### src/rtl/svm_seq_ctrl.sv
// -----------------------------------------------------------------------------
// svm_seq_ctrl
// Sequenced, resource-shared 4-feature linear SVM classifier.
// A single signed multiplier and accumulator are stepped over f1..f4, one
// product per clock. The bias is then added, and the sign of the score gives
// the class bit. The block has valid/ready handshakes on the input side and on
// the output side.
//
// Optional feature (macro SVM_WCFG_EN): runtime programming of W1..W4 and B
// through the cfg_* port group. When the macro is undefined, the weights and
// bias are the fixed parameters and the cfg ports do not exist.
//
// Ports
//   clk        in   1      clock, all logic on posedge
//   rst_n      in   1      asynchronous active-low reset
//   in_valid   in   1      feature vector valid
//   in_ready   out  1      vector can be accepted (IDLE only)
//   f1..f4     in   16/15/10/13  unsigned features
//   out_valid  out  1      result valid, held until accepted
//   out_ready  in   1      consumer accepts the result
//   class_out  out  1      1 when score >= 0
//   score      out  ACC_W  signed score = sum(Wi*fi) + B
//   busy       out  1      high in any state other than IDLE
//   cfg_we     in   1      (SVM_WCFG_EN) configuration write strobe
//   cfg_addr   in   3      (SVM_WCFG_EN) 0..3 = W1..W4, 4 = B
//   cfg_wdata  in   22     (SVM_WCFG_EN) write data, weights use [9:0]
//   cfg_err    out  1      (SVM_WCFG_EN) one-cycle pulse on a dropped write
//
// Timing: input accepted at edge T, MAC steps at T+1..T+4, bias at T+5, and
// out_valid is visible after T+5.
// -----------------------------------------------------------------------------
module svm_seq_ctrl #(
   parameter logic signed [9:0]  W1    = -10'sd37,
   parameter logic signed [9:0]  W2    = -10'sd1,
   parameter logic signed [9:0]  W3    = -10'sd233,
   parameter logic signed [9:0]  W4    = -10'sd423,
   parameter logic signed [21:0] B     = 22'sd131072,
   parameter int                 ACC_W = 30
) (
   input  logic                    clk,
   input  logic                    rst_n,
   input  logic                    in_valid,
   output logic                    in_ready,
   input  logic [15:0]             f1,
   input  logic [14:0]             f2,
   input  logic [9:0]              f3,
   input  logic [12:0]             f4,
   output logic                    out_valid,
   input  logic                    out_ready,
   output logic                    class_out,
   output logic signed [ACC_W-1:0] score,
   output logic                    busy
`ifdef SVM_WCFG_EN
   ,
   input  logic                    cfg_we,
   input  logic [2:0]              cfg_addr,
   input  logic [21:0]             cfg_wdata,
   output logic                    cfg_err
`endif
);

   typedef enum logic [1:0] {
      IDLE = 2'd0,
      MAC  = 2'd1,
      BIAS = 2'd2,
      DONE = 2'd3
   } state_t;

   // Packed copy of the weight parameters so a generate loop can index them.
   localparam logic [39:0] W_INIT = {W4, W3, W2, W1};

   state_t state_reg;
   state_t state_next;

   logic accept;
   logic mac_en;
   logic bias_en;
   logic out_ack;

   logic [1:0]              idx_reg;
   logic [15:0]             feat_reg [4];
   logic signed [ACC_W-1:0] acc_reg;
   logic signed [ACC_W-1:0] score_reg;
   logic                    class_reg;
   logic                    out_valid_reg;

   logic signed [9:0]       w_arr [4];
   logic signed [21:0]      b_val;

   logic [15:0]             feat_sel;
   logic signed [9:0]       w_sel;
   logic signed [26:0]      product;
   logic signed [ACC_W-1:0] acc_next;
   logic signed [ACC_W-1:0] sum;

   genvar gi;

   // ------------------------------------------------------------------------
   // Weight / bias source
   // ------------------------------------------------------------------------
`ifdef SVM_WCFG_EN
   logic cfg_ok;
   logic cfg_err_reg;
   logic signed [21:0] b_reg;

   // Writes are applied only while IDLE. A write that coincides with an
   // input accept lands on the same edge, so the new vector sees it.
   assign cfg_ok = cfg_we && (state_reg == IDLE) && (cfg_addr <= 3'd4);

   generate
      for (gi = 0; gi < 4; gi++) begin : g_wcfg
         logic signed [9:0] w_q;
         always_ff @(posedge clk or negedge rst_n) begin
            if (!rst_n) begin
               w_q <= $signed(W_INIT[gi*10 +: 10]);
            end else if (cfg_ok && (cfg_addr == 3'(gi))) begin
               w_q <= $signed(cfg_wdata[9:0]);
            end
         end
         assign w_arr[gi] = w_q;
      end
   endgenerate

   always_ff @(posedge clk or negedge rst_n) begin
      if (!rst_n) begin
         b_reg       <= B;
         cfg_err_reg <= 1'b0;
      end else begin
         if (cfg_ok && (cfg_addr == 3'd4)) begin
            b_reg <= $signed(cfg_wdata);
         end
         cfg_err_reg <= cfg_we && !cfg_ok;
      end
   end

   assign b_val   = b_reg;
   assign cfg_err = cfg_err_reg;
`else
   generate
      for (gi = 0; gi < 4; gi++) begin : g_wfix
         assign w_arr[gi] = $signed(W_INIT[gi*10 +: 10]);
      end
   endgenerate

   assign b_val = B;
`endif

   // ------------------------------------------------------------------------
   // FSM: state register
   // ------------------------------------------------------------------------
   always_ff @(posedge clk or negedge rst_n) begin
      if (!rst_n) begin
         state_reg <= IDLE;
      end else begin
         state_reg <= state_next;
      end
   end

   // ------------------------------------------------------------------------
   // FSM: next state and datapath strobes
   // ------------------------------------------------------------------------
   always_comb begin
      state_next = state_reg;
      accept     = 1'b0;
      mac_en     = 1'b0;
      bias_en    = 1'b0;
      out_ack    = 1'b0;
      case (state_reg)
         IDLE: begin
            if (in_valid) begin
               accept     = 1'b1;
               state_next = MAC;
            end
         end
         MAC: begin
            mac_en = 1'b1;
            if (idx_reg == 2'd3) begin
               state_next = BIAS;
            end
         end
         BIAS: begin
            bias_en    = 1'b1;
            state_next = DONE;
         end
         DONE: begin
            // No bypass: the return to IDLE costs a cycle before the next
            // vector can be taken.
            if (out_ready) begin
               out_ack    = 1'b1;
               state_next = IDLE;
            end
         end
         default: state_next = IDLE;
      endcase
   end

   // ------------------------------------------------------------------------
   // Shared multiplier and accumulator
   // ------------------------------------------------------------------------
   always_comb begin
      feat_sel = feat_reg[idx_reg];
      w_sel    = w_arr[idx_reg];
      // The zero-extended 17-bit feature times a 10-bit weight fits in 27 bits.
      product  = $signed({1'b0, feat_sel}) * w_sel;
      acc_next = acc_reg + $signed({{(ACC_W-27){product[26]}}, product});
      sum      = acc_reg + $signed({{(ACC_W-22){b_val[21]}}, b_val});
   end

   always_ff @(posedge clk or negedge rst_n) begin
      if (!rst_n) begin
         idx_reg       <= 2'd0;
         acc_reg       <= '0;
         score_reg     <= '0;
         class_reg     <= 1'b0;
         out_valid_reg <= 1'b0;
         feat_reg[0]   <= '0;
         feat_reg[1]   <= '0;
         feat_reg[2]   <= '0;
         feat_reg[3]   <= '0;
      end else begin
         if (accept) begin
            feat_reg[0] <= f1;
            feat_reg[1] <= {1'b0, f2};
            feat_reg[2] <= {6'd0, f3};
            feat_reg[3] <= {3'd0, f4};
            acc_reg     <= '0;
            idx_reg     <= 2'd0;
         end
         if (mac_en) begin
            acc_reg <= acc_next;
            idx_reg <= idx_reg + 2'd1;   // wraps back to 0 after the 4th MAC
         end
         if (bias_en) begin
            score_reg     <= sum;
            class_reg     <= ~sum[ACC_W-1];
            out_valid_reg <= 1'b1;
         end
         if (out_ack) begin
            out_valid_reg <= 1'b0;
         end
      end
   end

   // ------------------------------------------------------------------------
   // Outputs
   // ------------------------------------------------------------------------
   assign in_ready  = (state_reg == IDLE);
   assign busy      = (state_reg != IDLE);
   assign out_valid = out_valid_reg;
   assign score     = score_reg;
   assign class_out = class_reg;

endmodule

### config.mk
export PLATFORM = sky130hd
export DESIGN_NAME = svm_seq_ctrl
export DESIGN_NICKNAME = d
export VERILOG_FILES = /design/src/rtl/svm_seq_ctrl.sv
export SDC_FILE = /design/constraint.sdc
export NUM_CORES = 1
export LEC_CHECK = 0
export BUFFER_PORTS_ARGS = -buffer_cell sky130_fd_sc_hd__clkbuf_2
export CORE_ASPECT_RATIO = 1.1
export CORE_MARGIN = 10
export CORE_UTILIZATION = 45
export CTS_CLUSTER_SIZE = 8
export DETAILED_ROUTE_END_ITERATION = 12
export HOLD_SLACK_MARGIN = 0.12
export PLACE_DENSITY = 0.67
export SLEW_MARGIN = 5
export SYNTH_ARGS = -nofsm -noshare
export SYNTH_HDL_FRONTEND = slang
export SYNTH_SLANG_ARGS = --single-unit
### constraint.sdc
create_clock -name clk -period 15.3 [get_ports clk]
set_input_delay 1.53 -clock clk [delete_from_list [all_inputs] [get_ports clk]]
set_output_delay 1.53 -clock clk [all_outputs]
set_load 0.03 [all_outputs]
==> out/summary.json, run 1 <==
{
  "result_of_the_run": {"value": "completed"},
  "yosys.area_share.simple": {"value": 9.02, "unit": "%"},
  "grt-ovfl-total": {"value": 0},
  "total_via_count_in_the_routed_design": {"value": 7750},
  "timing.clock.skew": {"value": 0.0112, "unit": "ns"},
  "die_w": {"value": 171, "unit": "µm"},
  "cts_resized": {"value": 0},
  "synth.net_count": {"value": 1395},
  "layoutNonFillerInstCount": {"value": 1511},
  "first_iter_violations": {"value": 427},
  "critPathRequiredTime": {"value": 15.58, "unit": "ns"},
  "worst-endpoint-arrival": {"value": 7.46, "unit": "ns"},
  "core": {"value": 24500, "unit": "µm²"},
  "tritoncts": {"value": "yes"},
  "clock-root-buffer": {"value": "clkbuf_16"},
  "post_route_antenna_net_violation_count": {"value": 0},
  "regToRegStartpoint": {"value": "idx_reg[0]"},
  "clk-insertion-delay-late": {"value": 0.42, "unit": "ns"},
  "grt_setup_unrepaired": {"value": "no"},
  "fin_crit_sh": {"value": 46.9, "unit": "%"},
  "crit_path_time_final": {"value": 7.18, "unit": "ns"},
  "report.final.slew_viol_count": {"value": 0},
  "cp_num_buf_inv": {"value": 4},
  "synth_top_family_by_area": {"value": "adder cells"},
  "timing.setup.tns": {"value": 0, "unit": "ns"},
  "ys.flop_type": {"value": "dfrtp_1"},
  "place_congestion": {"value": 0.904},
  "synth-adder-area-share": {"value": 34.3, "unit": "%"},
  "hold_path_class": {"value": "reg -> reg"},
  "post-route-drc-count": {"value": 0},
  "post_cts.repair.setup_buffers": {"value": 0},
  "clkSlewWorstSetupHoldPaths": {"value": 0.06, "unit": "ns"},
  "ys_types": {"value": 50},
  "die_outline_area": {"value": 31800, "unit": "µm²"},
  "start_util": {"value": 45.9, "unit": "%"},
  "nets": {"value": 1474},
  "drt_wl_total": {"value": 25500, "unit": "µm"},
  "die_h": {"value": 186, "unit": "µm"},
  "dp_slack": {"value": 8.15, "unit": "ns"},
  "detail_route.vias_per_cell": {"value": 5.13},
  "hold-path-cell-count": {"value": 1},
  "crit-reg2reg-capture": {"value": "acc_reg[29]"},
  "floorplan.io_pins": {"value": 92},
  "grt_pass1_wl": {"value": 42300, "unit": "µm"},
  "placement.io_buffers": {"value": 91},
  "path_delay_family": {"value": "adder cells"},
  "flip_flop_count_of_the_largest_register_all_copies_and_words_added": {"value": 54},
  "synth_area": {"value": 11300, "unit": "µm²"},
  "drt-pass1-iter-count": {"value": 4},
  "numPlacedInstances": {"value": 1479},
  "worstPathCellList": {"value": "mux2i_1 -> nor2_1 -> a31oi_1 -> inv_1 -> nand2_1 -> fa_1 -> fa_1 -> inv_1 -> fa_1 -> fa_1 -> inv_1 -> fa_1 -> inv_1 -> ha_1 -> and3_1 -> nand4_2 -> a2bb2oi_2 -> and3_4 -> nor4_4 -> nor3_1 -> o41ai_2 -> o211ai_1"},
  "synth-warning-count": {"value": 0},
  "drive_gt1_share": {"value": 18.6, "unit": "%"},
  "number_of_flip_flops_and_latches_in_the_synthesized_netlist": {"value": 120},
  "initial_antenna_violation_count": {"value": 0},
  "holdPathEnd": {"value": "score[29]"},
  "tightestPinTransition": {"value": 0.886, "unit": "ns"},
  "hp-start": {"value": "score[29]"},
  "cp_common_cell": {"value": "fa_1"},
  "top_cell_type_by_total_area_after_synthesis": {"value": "dfrtp_1"},
  "slowest_cp_cell": {"value": "dfrtp_2"},
  "synth.yosys.seq_area_share": {"value": 26.6, "unit": "%"},
  "rr_worst_depth": {"value": 22},
  "synth_compound_area_share": {"value": 7.01, "unit": "%"},
  "relSlewSlack": {"value": 40.9, "unit": "%"},
  "ctsHtreeMaxLevel": {"value": 4},
  "crit_path_end_kind": {"value": "flip-flop"},
  "drv_cap": {"value": 0},
  "setup-violations-final": {"value": 0},
  "yosysTopAreaCellShare": {"value": 26.6, "unit": "%"},
  "worst-setup-path-type": {"value": "reg -> reg"},
  "post_synth_inst_count": {"value": 1109},
  "fin_ws": {"value": 8.12, "unit": "ns"},
  "max_freq": {"value": 0.139, "unit": "GHz"},
  "num_antenna_cells": {"value": 0},
  "synth.area.top_cells": {"value": "dfrtp_1, fa_1, ha_1"},
  "fp_rows": {"value": 60},
  "grtUsageTotal": {"value": 16.9, "unit": "%"},
  "xor_xnor_share_of_the_synthesized_area": {"value": 2.64, "unit": "%"},
  "deepest_clock_path_buffer_count": {"value": 2},
  "postSynthAreaPerCell": {"value": 10.2, "unit": "µm²"},
  "fin_worst_hold_slack": {"value": 0.497, "unit": "ns"},
  "cp-start-kind": {"value": "flip-flop"},
  "holdBufCountCts": {"value": 0},
  "synth_edf_count": {"value": 0},
  "report.final.hold_viol_count": {"value": 0},
  "slowest_delay": {"value": 0.92, "unit": "ns"},
  "maximum_number_of_pins_on_one_net_before_global_route_repair": {"value": 66},
  "routedWlPerCell": {"value": 16.9, "unit": "µm"},
  "place.detailed.hpwl": {"value": 20700, "unit": "µm"},
  "cts_inserted_buffers": {"value": 17},
  "crit_fanout": {"value": 34},
  "via_count_of_the_first_global_routing_pass": {"value": 8362},
  "rrSetupSlack": {"value": 8.12, "unit": "ns"},
  "synth-async-reset-ratio": {"value": 100, "unit": "%"},
  "synth_to_layout_area_growth": {"value": 12.7, "unit": "%"},
  "cts.sinks": {"value": 120},
  "synth.mux.area_fraction": {"value": 11.3, "unit": "%"}
}
==> per-stage QoR <==
stage,utilization (%),cell area [µm²]
finish,51.8,12700
global route,51.8,12700
CTS,51.8,12700
detailed placement,49.0,12000
global placement,49.0,12000
floorplan,-,11300
==> synthesized netlist by cell type, types with 13 or more instances <==
cell      number
nor2_1        62
nand2b_1      19
clkbuf_1      27
xnor2_1       22
nand3_1       13
inv_1        236
a21oi_1       40
o21ai_0       37
ha_1          93
mux2_2        76
nand2_1       85
mux2i_1       24
fa_1         135
dfrtp_1      120
==> how the worst max path moves through the flow <==
stage,slack (ns),startpoint,endpoint,depth (start not counted)
CTS,8.08,idx_reg[0],acc_reg[29],22
global route,7.65,idx_reg[0],acc_reg[29],22
finish,8.12,idx_reg[0],acc_reg[29],22
detailed placement,8.15,idx_reg[0],acc_reg[29],22
floorplan,8.47,idx_reg[0],acc_reg[29],25
global placement,8.27,idx_reg[0],acc_reg[29],22
==> logic make-up (layout without fill, tap and decap cells) <==
family,count (synthesis),after routing
AO/OA/AOI/OAI,129,129
flip-flops,120,120
multiplexers,108,108
AND/OR/NAND/NOR,218,218
buffers and inverters,272,364
adder cells (fa/ha/maj),228,228
XOR/XNOR,34,34
==> final cells by class <==
| cell class | count | area (µm²) |
|---|---|---|
| multi-input combinational | 717 | 7260 |
| inverter | 236 | 886 |
| fill | 2207 | 11800 |
| timing repair buffer | 96 | 495 |
| clock inverter | 15 | 248 |
| sequential | 120 | 3000 |
| tap | 310 | 388 |
| clock buffer | 17 | 425 |
==> layout by cell type (no fill, tap or decap), drive strengths merged, types with 3 or more instances in the layout <==
cell	Yosys	layout
inv	236	239
fa	135	135
dfrtp	120	120
clkbuf	27	107
ha	93	93
nand2	85	85
mux2	76	76
nor2	62	62
a21oi	40	40
o21ai	40	40
mux2i	24	24
xnor2	22	22
nand2b	19	19
nand3	13	13
xor2	12	12
a21o	11	11
and3	9	9
mux4	8	8
a31oi	7	7
and2	7	7
bufinv	0	6
buf	9	6
a211oi	5	5
nor3	5	5
nand3b	5	5
nor2b	4	4
o21bai	4	4
or3	3	3
o211ai	3	3
o21a	3	3
clkinvlp	0	3
clkinv	0	3
==> worst reg2reg max path, delay by kind of cell, from the launching register on <==
kind,cells,cell delay (ns)
adders and majority gates,6,2.92
DFF,1,0.92
buffers and inverters,4,0.42
muxes,1,0.30
AOI/OAI and AO/OA,4,1.15
and+or+nand+nor,7,1.35
==> per-layer routing <==
layer	track usage, %	part of all wire, %	vias up
li1	-	-	3669
met1	18.9	37	3945
met2	31.9	57	109
met3	2.52	3.3	27
met4	5.46	2.1	0
met5	0	0	-
Power of run 1 is left out: the tool's default activity adds up to more than one toggle a clock period on the data nets, which glitch-free logic cannot reach.
==> inputs of run 2 (changes only) <==
clock period = 7.15 ns   (was 15.3 ns; I/O delays follow)
==> out/summary.json, run 2 (synthesis results as in run 1) <==
{
  "drv_cap": {"value": 0},
  "path_delay_family": {"value": "adder cells"},
  "fp_rows": {"value": 60},
  "core": {"value": 24500, "unit": "µm²"},
  "result_of_the_run": {"value": "completed"},
  "worst-path-stages": {"value": 22},
  "grtUsageTotal": {"value": 17.1, "unit": "%"},
  "timing.clock.skew": {"value": 0.0130, "unit": "ns"},
  "drt-pass1-iter-count": {"value": 6},
  "num_antenna_cells": {"value": 0},
  "max_freq": {"value": 0.146, "unit": "GHz"},
  "first_iter_violations": {"value": 403},
  "worstPathCellList": {"value": "buf_4 -> mux4_2 -> inv_1 -> nor2_1 -> fa_1 -> ha_1 -> inv_1 -> fa_1 -> inv_1 -> fa_1 -> inv_1 -> fa_1 -> inv_1 -> ha_1 -> and3_1 -> a221oi_2 -> a2bb2oi_2 -> and3_4 -> nor4_4 -> o21a_1 -> o41ai_2 -> o211ai_1"},
  "mostFrequentLayoutCells": {"value": "inv_1, fa_1, dfrtp_1"},
  "clkSlewWorstSetupHoldPaths": {"value": 0.06, "unit": "ns"},
  "worst-setup-path-type": {"value": "reg -> reg"},
  "cp_startpoint": {"value": "idx_reg[0]"},
  "worst-endpoint-arrival": {"value": 7.13, "unit": "ns"},
  "grt_setup_unrepaired": {"value": "no"},
  "ctsHtreeMaxLevel": {"value": 4},
  "cp_num_buf_inv": {"value": 6},
  "maximum_number_of_pins_on_one_net_before_global_route_repair": {"value": 64},
  "regToRegStartpoint": {"value": "idx_reg[0]"},
  "post-route-drc-count": {"value": 0},
  "via_count_of_the_first_global_routing_pass": {"value": 8457},
  "floorplan.io_pins": {"value": 92},
  "grt_pass1_wl": {"value": 42600, "unit": "µm"},
  "synth_to_layout_area_growth": {"value": 13.4, "unit": "%"},
  "fin_crit_sh": {"value": 96.0, "unit": "%"},
  "die_outline_area": {"value": 31800, "unit": "µm²"},
  "cp_common_cell": {"value": "inv_1"},
  "clk-insertion-delay-late": {"value": 0.42, "unit": "ns"},
  "die_w": {"value": 171, "unit": "µm"},
  "cts_inserted_buffers": {"value": 17},
  "die_h": {"value": 186, "unit": "µm"},
  "placement.io_buffers": {"value": 91},
  "flip_flop_count_of_the_largest_register_all_copies_and_words_added": {"value": 54},
  "hold_path_class": {"value": "in -> async"},
  "start_util": {"value": 45.9, "unit": "%"},
  "place_congestion": {"value": 0.897},
  "detail_route.vias_per_cell": {"value": 5.15},
  "drive_gt1_share": {"value": 19.0, "unit": "%"},
  "cts_resized": {"value": 0},
  "cts.sinks": {"value": 120},
  "rr_worst_depth": {"value": 22},
  "tritoncts": {"value": "yes"},
  "nets": {"value": 1481},
  "clock-root-buffer": {"value": "clkbuf_16"},
  "total_via_count_in_the_routed_design": {"value": 7814},
  "post_route_antenna_net_violation_count": {"value": 0},
  "place.detailed.hpwl": {"value": 21000, "unit": "µm"},
  "setup-violations-final": {"value": 0},
  "crit_fanout": {"value": 19},
  "fillCellCount": {"value": 2207},
  "initial_antenna_violation_count": {"value": 0},
  "slowest_delay": {"value": 0.66, "unit": "ns"},
  "crit_path_time_final": {"value": 6.86, "unit": "ns"},
  "critPathRequiredTime": {"value": 7.42, "unit": "ns"},
  "drt_wl_total": {"value": 25700, "unit": "µm"},
  "report.final.hold_viol_count": {"value": 0},
  "grt-ovfl-total": {"value": 0},
  "timing.setup.tns": {"value": 0, "unit": "ns"},
  "report.final.slew_viol_count": {"value": 0},
  "holdBufCountCts": {"value": 0},
  "cp-start-kind": {"value": "flip-flop"},
  "deepest_clock_path_buffer_count": {"value": 2},
  "crit_path_end_kind": {"value": "flip-flop"},
  "tightestPinTransition": {"value": 0.814, "unit": "ns"},
  "relSlewSlack": {"value": 45.7, "unit": "%"},
  "slowest_cp_cell": {"value": "dfrtp_2"},
  "post_cts.repair.setup_buffers": {"value": 0},
  "mostFrequentLayoutCell": {"value": "inv_1"},
  "routedWlPerCell": {"value": 16.9, "unit": "µm"}
}
[run 2: metal layers]
| layer | GRT usage [%] | wire length [µm] |
|---|---|---|
| met1 | 19.0 | 9870 |
| met2 | 32.1 | 14600 |
| met3 | 2.84 | 647 |
| met4 | 6.02 | 596 |
| met5 | 0 | 0 |
[run 2: path summary, 6_finish.rpt]
check                              end  slack, ns
max in group asynchronous    score[14]       5.46
min in group clk             out_valid       0.48
max reg2reg                acc_reg[29]       0.29
min reg2reg                  score[29]       0.49
min                        feat_reg[0]       0.39
max                        acc_reg[29]       0.29
[run 2: layout make-up]
type	count	area, µm²	area share [%]
clock buffer	18	439	3.43
clock inverter	14	269	2.10
inverter	236	886	6.92
multi-input combinational	717	7260	56.7
sequential	120	3000	23.5
tap	310	388	3.03
timing repair buffer	103	548	4.28
[run 2: metrics by stage]
step / worst slack (ns) / instances / instance area [µm²] / hold WS (ns) / util [%]
floorplan: 0.321 / 1109 / 11300 / 0.419 / -
global placement: 0.437 / 1486 / 12100 / 0.464 / 49.2
detailed placement: 0.317 / 1486 / 12100 / 0.478 / 49.2
CTS: 0.303 / 1518 / 12800 / 0.403 / 52.1
global route: 0.00366 / 1518 / 12800 / 0.436 / 52.1
finish: 0.288 / 1518 / 12800 / 0.387 / 52.1
Power of run 2 is left out for the same reason.
